File: src/rtl/mio_bus_ctrl_pkg.sv
// Shared types and constants for the memory-mapped I/O bus controller:
// FSM state encoding, region decode nibbles and the peripheral read mux.
package mio_bus_ctrl_pkg;

    typedef enum logic [1:0] {
        ST_IDLE = 2'd0,
        ST_WAIT = 2'd1,
        ST_DONE = 2'd2
    } mio_state_e;

    // Values of addr_bus[31:28] that select each region
    localparam logic [3:0] REGION_RAM = 4'h0;
    localparam logic [3:0] REGION_SW  = 4'hE;
    localparam logic [3:0] REGION_IO  = 4'hF;

    // One-hot region select; exactly one field is set for any address
    typedef struct packed {
        logic ram;
        logic sw;
        logic led;
        logic cnt;
        logic unmapped;
    } region_sel_t;

    // Read data for the single-cycle regions; unmapped reads return zero
    function automatic logic [31:0] periph_rdata(
        input region_sel_t sel,
        input logic [15:0] sw,
        input logic [7:0]  led,
        input logic [31:0] cnt
    );
        logic [31:0] d;
        d = 32'h0000_0000;
        if (sel.sw) begin
            d = {16'h0000, sw};
        end else if (sel.led) begin
            d = {24'h00_0000, led};
        end else if (sel.cnt) begin
            d = cnt;
        end else begin
            d = 32'h0000_0000;
        end
        return d;
    endfunction

endpackage

File: src/rtl/mio_addr_dec.sv
// Combinational address decoder: CPU byte address -> one-hot region select.
module mio_addr_dec
    import mio_bus_ctrl_pkg::*;
(
    input  logic [31:0] addr_bus,
    output region_sel_t sel
);

    // Only the top nibble and bit 2 take part in the decode
    logic unused_addr_s;
    assign unused_addr_s = ^{addr_bus[27:3], addr_bus[1:0]};

    // Region decode on the top nibble; the I/O page splits on bit 2
    always_comb begin
        sel = '0;
        case (addr_bus[31:28])
            REGION_RAM: sel.ram = 1'b1;
            REGION_SW:  sel.sw  = 1'b1;
            REGION_IO: begin
                if (addr_bus[2]) begin
                    sel.cnt = 1'b1;
                end else begin
                    sel.led = 1'b1;
                end
            end
            default:    sel.unmapped = 1'b1;
        endcase
    end

endmodule

File: src/rtl/mio_bus_ctrl.sv
// Memory-mapped I/O bus controller: stalls the CPU for RAM reads, serves
// switches / LED register / free-running counter in a single access cycle.
module mio_bus_ctrl
    import mio_bus_ctrl_pkg::*;
#(
    parameter int RAM_WAIT = 2,
    parameter int RAM_AW   = 10
) (
    input  logic              clk,
    input  logic              rst,
    input  logic              mem_req,
    input  logic              mem_w,
    input  logic [31:0]       addr_bus,
    input  logic [31:0]       Cpu_data2bus,
    input  logic [15:0]       sw,
    input  logic [31:0]       ram_dout,
    output logic [31:0]       data2CPU,
    output logic              MIO_ready,
    output logic [RAM_AW-1:0] ram_addr,
    output logic              ram_we,
    output logic [31:0]       ram_din,
    output logic [7:0]        led,
    output logic [31:0]       counter_val
);

    // Countdown start so that WAIT lasts exactly RAM_WAIT cycles
    localparam logic [3:0] WAIT_LOAD_C = 4'(RAM_WAIT - 1);

    mio_state_e  state_r;
    mio_state_e  state_nxt_s;
    region_sel_t sel_s;
    region_sel_t lat_sel_r;
    logic        lat_we_r;
    logic [3:0]  wait_cnt_r;
    logic [31:0] data_r;
    logic [7:0]  led_r;
    logic [31:0] counter_r;
    logic        accept_s;
    logic        last_wait_s;
    logic        ready_s;
    logic        we_s;

    mio_addr_dec u_addr_dec (
        .addr_bus (addr_bus),
        .sel      (sel_s)
    );

    // RAM word address and write data pass straight through from the CPU
    assign ram_addr    = addr_bus[RAM_AW+1:2];
    assign ram_din     = Cpu_data2bus;
    assign ram_we      = we_s;
    assign MIO_ready   = ready_s;
    assign data2CPU    = data_r;
    assign led         = led_r;
    assign counter_val = counter_r;

    // FSM state register
    always_ff @(posedge clk) begin
        if (!rst) begin
            state_r <= ST_IDLE;
        end else begin
            state_r <= state_nxt_s;
        end
    end

    // FSM next state: only RAM reads pass through WAIT
    always_comb begin
        state_nxt_s = state_r;
        case (state_r)
            ST_IDLE: begin
                if (mem_req) begin
                    if (sel_s.ram && !mem_w) begin
                        state_nxt_s = ST_WAIT;
                    end else begin
                        state_nxt_s = ST_DONE;
                    end
                end else begin
                    state_nxt_s = ST_IDLE;
                end
            end
            ST_WAIT: begin
                if (last_wait_s) begin
                    state_nxt_s = ST_DONE;
                end else begin
                    state_nxt_s = ST_WAIT;
                end
            end
            ST_DONE: state_nxt_s = ST_IDLE;
            default: state_nxt_s = ST_IDLE;
        endcase
    end

    // FSM outputs: accept strobe, stall release, RAM write strobe
    always_comb begin
        accept_s    = 1'b0;
        last_wait_s = 1'b0;
        ready_s     = 1'b0;
        we_s        = 1'b0;
        case (state_r)
            ST_IDLE: begin
                accept_s = mem_req;
                ready_s  = ~mem_req;
                we_s     = mem_req & mem_w & sel_s.ram & rst;
            end
            ST_WAIT: last_wait_s = (wait_cnt_r == 4'd0);
            ST_DONE: ready_s = 1'b1;
            default: ready_s = 1'b0;
        endcase
    end

    // Request latch and wait countdown; WAIT never looks at addr_bus again
    always_ff @(posedge clk) begin
        if (!rst) begin
            lat_sel_r  <= '0;
            lat_we_r   <= 1'b0;
            wait_cnt_r <= 4'd0;
        end else if (accept_s) begin
            lat_sel_r  <= sel_s;
            lat_we_r   <= mem_w;
            wait_cnt_r <= WAIT_LOAD_C;
        end else if ((state_r == ST_WAIT) && (wait_cnt_r != 4'd0)) begin
            wait_cnt_r <= wait_cnt_r - 4'd1;
        end
    end

    // Read data: peripherals captured at accept, RAM at the last WAIT edge
    always_ff @(posedge clk) begin
        if (!rst) begin
            data_r <= 32'h0000_0000;
        end else if (accept_s && !mem_w && !sel_s.ram) begin
            data_r <= periph_rdata(sel_s, sw, led_r, counter_r);
        end else if (last_wait_s && lat_sel_r.ram && !lat_we_r) begin
            data_r <= ram_dout;
        end
    end

    // LED register, written at the accept edge
    always_ff @(posedge clk) begin
        if (!rst) begin
            led_r <= 8'h00;
        end else if (accept_s && mem_w && sel_s.led) begin
            led_r <= Cpu_data2bus[7:0];
        end
    end

    // Free-running counter; a CPU write takes priority over the increment
    always_ff @(posedge clk) begin
        if (!rst) begin
            counter_r <= 32'h0000_0000;
        end else if (accept_s && mem_w && sel_s.cnt) begin
            counter_r <= Cpu_data2bus;
        end else begin
            counter_r <= counter_r + 32'd1;
        end
    end

endmodule

File: config.mk
export PLATFORM = sky130hd
export DESIGN_NAME = mio_bus_ctrl
export DESIGN_NICKNAME = d
export VERILOG_FILES = /design/src/rtl/mio_bus_ctrl_pkg.sv /design/src/rtl/mio_addr_dec.sv /design/src/rtl/mio_bus_ctrl.sv
export SDC_FILE = /design/constraint.sdc
export NUM_CORES = 1
export LEC_CHECK = 0
export BUFFER_PORTS_ARGS = -buffer_cell sky130_fd_sc_hd__buf_2
export CAP_MARGIN = 20
export CORE_ASPECT_RATIO = 1.5
export CORE_MARGIN = 10
export CORE_UTILIZATION = 30
export DETAILED_ROUTE_END_ITERATION = 10
export PLACE_DENSITY = 0.57
export SYNTH_ARGS = -nofsm -noshare
export SYNTH_HDL_FRONTEND = slang
export SYNTH_HIERARCHICAL = 1
export SYNTH_SLANG_ARGS = --single-unit
export TNS_END_PERCENT = 100
File: constraint.sdc
create_clock -name clk -period 3.9 [get_ports clk]
set_clock_uncertainty 0.1 [all_clocks]
set_input_delay 1.17 -clock clk [delete_from_list [all_inputs] [get_ports clk]]
set_output_delay 1.17 -clock clk [all_outputs]
set_load 0.01 [all_outputs]
==> results of run 1 <==
-- through the flow --
| stage | std cells | utilization (%) | hold slack (ns) | cell area (µm²) |
|---|---|---|---|---|
| floorplan | 523 | - | 0.331 | 4290 |
| global placement | 844 | 36.6 | 0.343 | 5110 |
| detailed placement | 844 | 36.6 | 0.342 | 5110 |
| CTS | 860 | 38.6 | 0.350 | 5400 |
| global route | 861 | 38.6 | 0.387 | 5410 |
| finish | 861 | 38.6 | 0.348 | 5410 |
-- power by group --
group | switching (mW) | internal [mW]
sequential | 0.0210 | 0.847
combinational | 0.143 | 0.107
clock | 0.343 | 0.493
total | 0.507 | 1.45
-- sequential cells by signal (all words and copies together) (netlist names) --
name         count
lat_we_r         1
lat_sel_r        1
data2CPU        32
state_r          2
counter_val     32
led              8
wait_cnt_r       4
-- final timing paths --
path                start           to  depth (start not counted)
min reg2reg      lat_we_r     lat_we_r                          2
min              lat_we_r     lat_we_r                          2
max          addr_bus[28]       ram_we                          5
max reg2reg    state_r[1]  data2CPU[8]                          5
-- routing by layer --
metal,vias to the layer above,track usage (%),routed length [µm]
met5,-,0,0
met4,0,5.99,427
met3,28,2.98,644
met2,125,26.9,7900
met1,1993,16.0,6080
li1,2106,-,-
-- critical path, cell delays in order --
cell	delay, ns
buf_2	0.13
nor4_4	0.43
nand2_1	0.09
nor2_1	0.09
buf_2	0.14
-- placed cells by master (no fill, tap or decap), types with 9 or more instances in the layout --
master,instances
a211oi_1,11
a21oi_1,36
a311oi_1,15
buf_2,195
buf_4,12
clkbuf_16,9
dfxtp_1,80
mux2i_1,18
nand2_1,50
nand3_1,25
nor2_1,43
nor3_1,13
o21ai_0,45
xnor2_1,24
xor2_1,9
-- final cells by class --
class,instances,area share [%]
Multi-Input combinational cell,357,40.3
Sequential cell,80,29.6
Timing Repair Buffer,207,19.7
Tap cell,192,4.44
Clock buffer,10,4.24
Clock inverter,6,1.11
Inverter,8,0.555
Antenna cell,1,0.0463
==> flow_summary.ini, run 1 <==
[status]
status = complete, no violations

[power]
powerDensity_nw_per_um2 = 361
ir_worst_vdd_mv = 0.206
power_mw = 1.95
cellLeakagePower_nw = 2.40

[yosys]
syn_area_um2 = 4290
synthCells = 523
synth_nets = 641
synth.avg_cell_area_um2 = 8.20
yosys_warnings = 6

[detailed_routing]
drt_iter0_markers = 170
viasPerCell = 4.94
dr.pass1.iters = 6
drc_errors = 0
wl_mm = 15.0
vias = 4252
wl_per_cell_um = 17.5
ant_nets = 0

[clocking]
clkTransAtPathRegs_ns = 0.06
cts_sinks = 80
ctsHtreeMaxLevel = 3
cts_buffers = 9
cts_tree = done
cts_setup_buffers = 0
cts-resized-gates = 0
clock-root-buffer = clkbuf_16
cts.path.max_buffers = 2
worstSkewPairLatency_ns = 0.33
holdBufCountCts = 0

[die]
initial_core_util_pct = 30.6
row_count = 53
die_w_um = 118
io_pins = 232
dieArea_um2 = 19600
die_h_um = 166
core_um2 = 14000

[sta]
worstMarginPinSlew_ns = 0.727
finalSetupTns_ns = 0
rsz0062_at_grt = no
final_min_period_over_clock_period_pct = 85.2
fin_ws_ns = 0.578
relSlewSlack_pct = 51.5
finalHoldViolCount = 0
drv_slew = 0
setup_viol = 0
period_needed_ns = 3.32
max_freq_mhz = 301

[setup_path]
critPathMaxFanout = 6
cp-start-kind = primary input
rrSetupSlack_ns = 1.47
crit_arrival_ns = 2.05
endpoint_kind = output pin
worstPathRequired_ns = 2.63
worstSetupPathType = in -> out

[run]
maxCapViolations = 0

[grt]
grt_pass1_vias = 4403
gr-usage-all-layers_pct = 14.7
gr-total-overflow = 0
antenna_found_initial = 1
grt_pass1_wl_mm = 23.6
grt_max_degree = 43

[placed_design]
place.gp.congestion = 0.783
portBuffers = 195
post-dp-hpwl_mm = 11.7
place_ws_ns = 0.558

[cells_and_area]
multi_input_area_um2 = 2180
area_growth_pct = 26.1
num-fill-cells = 1518
layout-drive-gt1-share_pct = 35.2
final_nets = 781
seq_area_um2 = 1600

[min_path]
worstHoldPathType = reg -> reg
Note: power is estimated with default switching activity, not from simulation.
==> run 2: changes to the inputs <==
--- a/config.mk
+++ b/config.mk
@@ -5,13 +5,14 @@
 export SDC_FILE = /design/constraint.sdc
 export NUM_CORES = 1
 export LEC_CHECK = 0
+export ABC_AREA = 1
 export BUFFER_PORTS_ARGS = -buffer_cell sky130_fd_sc_hd__buf_2
 export CAP_MARGIN = 20
 export CORE_ASPECT_RATIO = 1.5
 export CORE_MARGIN = 10
 export CORE_UTILIZATION = 30
 export DETAILED_ROUTE_END_ITERATION = 10
-export PLACE_DENSITY = 0.57
+export PLACE_DENSITY = 0.56
 export SYNTH_ARGS = -nofsm -noshare
 export SYNTH_HDL_FRONTEND = slang
 export SYNTH_HIERARCHICAL = 1
==> flow_summary.ini, run 2 <==
[sta]
setup_viol = 0
final_min_period_over_clock_period_pct = 83.1
period_needed_ns = 3.24
rsz0062_at_grt = no
relSlewSlack_pct = 64.8
finalHoldViolCount = 0
finalSetupTns_ns = 0
drv_slew = 0
fin_ws_ns = 0.660
max_freq_mhz = 309
worst_hold_slack_ns = 0.382
worstMarginPinSlew_ns = 0.526

[power]
cellLeakagePower_nw = 3.02
ir_worst_vdd_mv = 0.178
powerDensity_nw_per_um2 = 329
power_mw = 2.01

[detailed_routing]
dr.pass1.iters = 4
drc_errors = 0
ant_nets = 0
wl_per_cell_um = 15.5
vias = 5319
drt_iter0_markers = 285
wl_mm = 18.1
viasPerCell = 4.55

[clocking]
cts_tree = done
worstSkewPairLatency_ns = 0.34
holdBufCountCts = 0
ctsHtreeMaxLevel = 3
cts.path.max_buffers = 2
clock-root-buffer = clkbuf_16
cts_setup_buffers = 0
clkTransAtPathRegs_ns = 0.06
cts_buffers = 9
cts_sinks = 80
cts-resized-gates = 0

[placed_design]
place.gp.congestion = 0.890
place_ws_ns = 0.656
post-dp-hpwl_mm = 14.6
portBuffers = 195

[cells_and_area]
layout-drive-gt1-share_pct = 25.0
mostFrequentLayoutCells = 199 x nand2_1, 195 x buf_2, 182 x nor2_1, 80 x dfxtp_1, 72 x inv_1
num-fill-cells = 1867
seq_area_um2 = 1600
area_growth_pct = 22.9
final_nets = 1076
mostFrequentLayoutCell = nand2_1
multi_input_area_um2 = 2580

[setup_path]
reg2regPathDepth = 10
endpoint_kind = output pin
cp-start-kind = primary input
worstPathRequired_ns = 2.63
r2r_end = data2CPU[0]
crit_start = addr_bus[28]
worstReg2RegStart = wait_cnt_r[1]
crit_arrival_ns = 1.97
worstSetupPathType = in -> out
critPathMaxFanout = 4
crit_path_end = ram_we
rrSetupSlack_ns = 1.85

[die]
core_um2 = 16300
io_pins = 232
die_w_um = 125
row_count = 57
die_h_um = 178
dieArea_um2 = 22200
initial_core_util_pct = 30.5

[grt]
antenna_found_initial = 1
grt_busiest_layer = met2
met3_usage_pct = 4.24
gr-usage-all-layers_pct = 16.0
grtUsageMet2_pct = 28.6
grt_pass1_vias = 5372
grtUsageMet1_pct = 17.3
gr-total-overflow = 0
grt_pass1_wl_mm = 28.6
grt_max_degree = 58

[yosys]
synth_nets = 933
yosys_warnings = 6
synth.avg_cell_area_um2 = 6.09
synthCells = 815
syn_area_um2 = 4960

[status]
status = complete, no violations

[min_path]
worstHoldPathType = reg -> reg

[run]
maxCapViolations = 0
## run 2: per-stage QoR
stage / utilization, % / cell area (µm²) / instances
detailed placement: 35.6 / 5800 / 1153
CTS: 37.5 / 6090 / 1169
floorplan: - / 4960 / 815
global route: 37.5 / 6100 / 1170
finish: 37.5 / 6100 / 1170
global placement: 35.6 / 5800 / 1153
## run 2: layout make-up
cell class	instances	share of cell area, %
Multi-Input combinational cell	586	42.4
Sequential cell	80	26.3
Timing Repair Buffer	206	17.6
Inverter	75	4.62
Tap cell	206	4.23
Clock buffer	11	3.98
Clock inverter	5	0.923
Antenna cell	1	0.0410
## run 2: per-layer routing
layer / share of wire [%] / vias up
met5: 0 / -
met4: 2.9 / 0
met3: 5.5 / 35
met2: 51 / 148
met1: 41 / 2338
li1: - / 2798
## run 2: how the worst min path moves through the flow
stage                        from            end  slack, ns  depth (start not counted)
global route        wait_cnt_r[3]  wait_cnt_r[3]       0.40                          2
floorplan           wait_cnt_r[3]  wait_cnt_r[3]       0.34                          2
global placement    wait_cnt_r[3]  wait_cnt_r[3]       0.37                          2
detailed placement  wait_cnt_r[3]  wait_cnt_r[3]       0.37                          2
finish              wait_cnt_r[3]  wait_cnt_r[3]       0.38                          2
CTS                 wait_cnt_r[3]  wait_cnt_r[3]       0.38                          2
## run 2: critical path, stage by stage
cell and delay, ns:
buf_2 0.11, nor2_1 0.11, nand2_1 0.05, inv_1 0.07, inv_1 0.08, nor3_1 0.20
buf_2 0.17
## run 2: power breakdown
part	switching, mW	internal, mW
Combinational	0.162	0.109
Clock	0.353	0.513
Sequential	0.0203	0.849
Total	0.535	1.47
==> run 3: changes to the inputs <==
--- a/config.mk
+++ b/config.mk
@@ -5,14 +5,14 @@
 export SDC_FILE = /design/constraint.sdc
 export NUM_CORES = 1
 export LEC_CHECK = 0
-export ABC_AREA = 1
+export ABC_AREA = 0
 export BUFFER_PORTS_ARGS = -buffer_cell sky130_fd_sc_hd__buf_2
 export CAP_MARGIN = 20
 export CORE_ASPECT_RATIO = 1.5
 export CORE_MARGIN = 10
 export CORE_UTILIZATION = 30
 export DETAILED_ROUTE_END_ITERATION = 10
-export PLACE_DENSITY = 0.56
+export PLACE_DENSITY = 0.57
 export SYNTH_ARGS = -nofsm -noshare
 export SYNTH_HDL_FRONTEND = slang
 export SYNTH_HIERARCHICAL = 1
==> constraint.sdc (replaced) <==
create_clock -name clk -period 3.4 [get_ports clk]
set_clock_uncertainty 0.1 [all_clocks]
set_input_delay 1.02 -clock clk [delete_from_list [all_inputs] [get_ports clk]]
set_output_delay 1.02 -clock clk [all_outputs]
set_load 0.01 [all_outputs]
==> flow_summary.ini, run 3 (same netlist as run 1, synthesis figures left out) <==
[grt]
grt_max_degree = 49
gr-usage-all-layers_pct = 14.7
grt_pass1_vias = 4393
grt_pass1_wl_mm = 23.5
gr-total-overflow = 0
antenna_found_initial = 1

[sta]
setup_viol = 0
rsz0062_at_grt = no
max_freq_mhz = 331
final_min_period_over_clock_period_pct = 89.0
relSlewSlack_pct = 53.8
period_needed_ns = 3.02
drv_slew = 0
worstMarginPinSlew_ns = 0.692
worst_hold_slack_ns = 0.357
finalSetupTns_ns = 0
finalHoldViolCount = 0

[clocking]
cts-resized-gates = 0
cts_buffers = 9
clock-root-buffer = clkbuf_16
cts_setup_buffers = 0
cts_tree = done
ctsHtreeMaxLevel = 3
clkTransAtPathRegs_ns = 0.05
cts_sinks = 80
worstSkewPairLatency_ns = 0.34
holdBufCountCts = 0
cts.path.max_buffers = 2

[placed_design]
portBuffers = 195
placed_area_um2 = 5150
place.gp.congestion = 0.782
post-dp-hpwl_mm = 11.7

[setup_path]
endpoint_kind = output pin
critPathMaxFanout = 6
crit_arrival_ns = 1.90
worstSetupPathType = in -> out
cp-start-kind = primary input
worstPathRequired_ns = 2.28

[die]
core_um2 = 14000
dieArea_um2 = 19600
die_w_um = 118
row_count = 53
io_pins = 232
die_h_um = 166
initial_core_util_pct = 30.6

[detailed_routing]
wl_per_cell_um = 17.2
wl_mm = 14.8
dr.pass1.iters = 4
vias = 4231
ant_nets = 0
drt_iter0_markers = 193
viasPerCell = 4.91
drc_errors = 0

[cells_and_area]
mostFrequentLayoutCell = buf_2
stdcell_area_um2 = 5470
final_nets = 782
mostFrequentLayoutCells = 195 x buf_2, 80 x dfxtp_1, 50 x nand2_1, 45 x o21ai_0, 43 x nor2_1
area_growth_pct = 27.6
layout-drive-gt1-share_pct = 35.2

[run]
maxCapViolations = 0

[power]
cellLeakagePower_nw = 2.43
powerDensity_nw_per_um2 = 427
ir_worst_vdd_mv = 0.168

[min_path]
worstHoldPathType = reg -> reg

[status]
status = complete, no violations
-- run 3: changes by cell type in the layout (fill, tap and decap cells not counted), sizes merged, moves of 18 or more --
cell   previous run  this run
nand3            46        26
xnor2             4        24
nor2            190        44
o21ai            75        46
nand2           205        52
mux2i             0        18
inv              75         8
-- run 3: area by class of cell --
type | count | area (µm²)
diodes | 1 | 2.50
clock buffers | 12 | 256
clock inverters | 3 | 65.1
fillers | 1497 | 8520
inverters | 8 | 30.0
multi-input cells | 357 | 2180
flip-flops and latches | 80 | 1600
well taps | 192 | 240
repair buffers | 208 | 1100
-- run 3: routing by layer --
metal | vias up | track usage (%) | wire [µm]
met4 | 0 | 5.88 | 326
met2 | 127 | 27.1 | 7970
li1 | 2107 | - | -
met1 | 1974 | 15.8 | 5820
met3 | 23 | 3.28 | 699
met5 | - | 0 | 0
-- run 3: stage by stage --
stage / setup slack (ns) / utilization, % / cells / total power, mW
6_report: 0.376 / 39.1 / 861 / 2.34
5_1_grt: 0.323 / 39.1 / 861 / 2.45
4_1_cts: 0.365 / 39.1 / 860 / 2.37
3_5_place_dp: 0.231 / 36.8 / 845 / 1.31
3_3_place_gp: 0.294 / 36.8 / 845 / 1.31
2_1_floorplan: 0.555 / - / 523 / 1.20
-- run 3: final timing paths --
path / from / endpoint / slack, ns / cells past startpoint
worst max-delay path: addr_bus[28] / ram_we / 0.38 / 5
worst min-delay path: lat_we_r / lat_we_r / 0.36 / 2
worst max register to register: state_r[1] / data2CPU[9] / 0.98 / 6
worst min register to register: lat_we_r / lat_we_r / 0.36 / 2
-- run 3: worst max-delay path: stages --
cell and delay, ns:
buf_2 0.13, nor4_4 0.42, nand2_1 0.09, nor2_1 0.10, buf_2 0.14
-- run 3: power breakdown --
part / switching [mW] / internal (mW) / leakage [nW] / total, mW
clock network: 0.375 / 0.678 / 0.159 / 1.05
logic: 0.163 / 0.126 / 1.63 / 0.289
registers: 0.0234 / 0.972 / 0.651 / 0.995
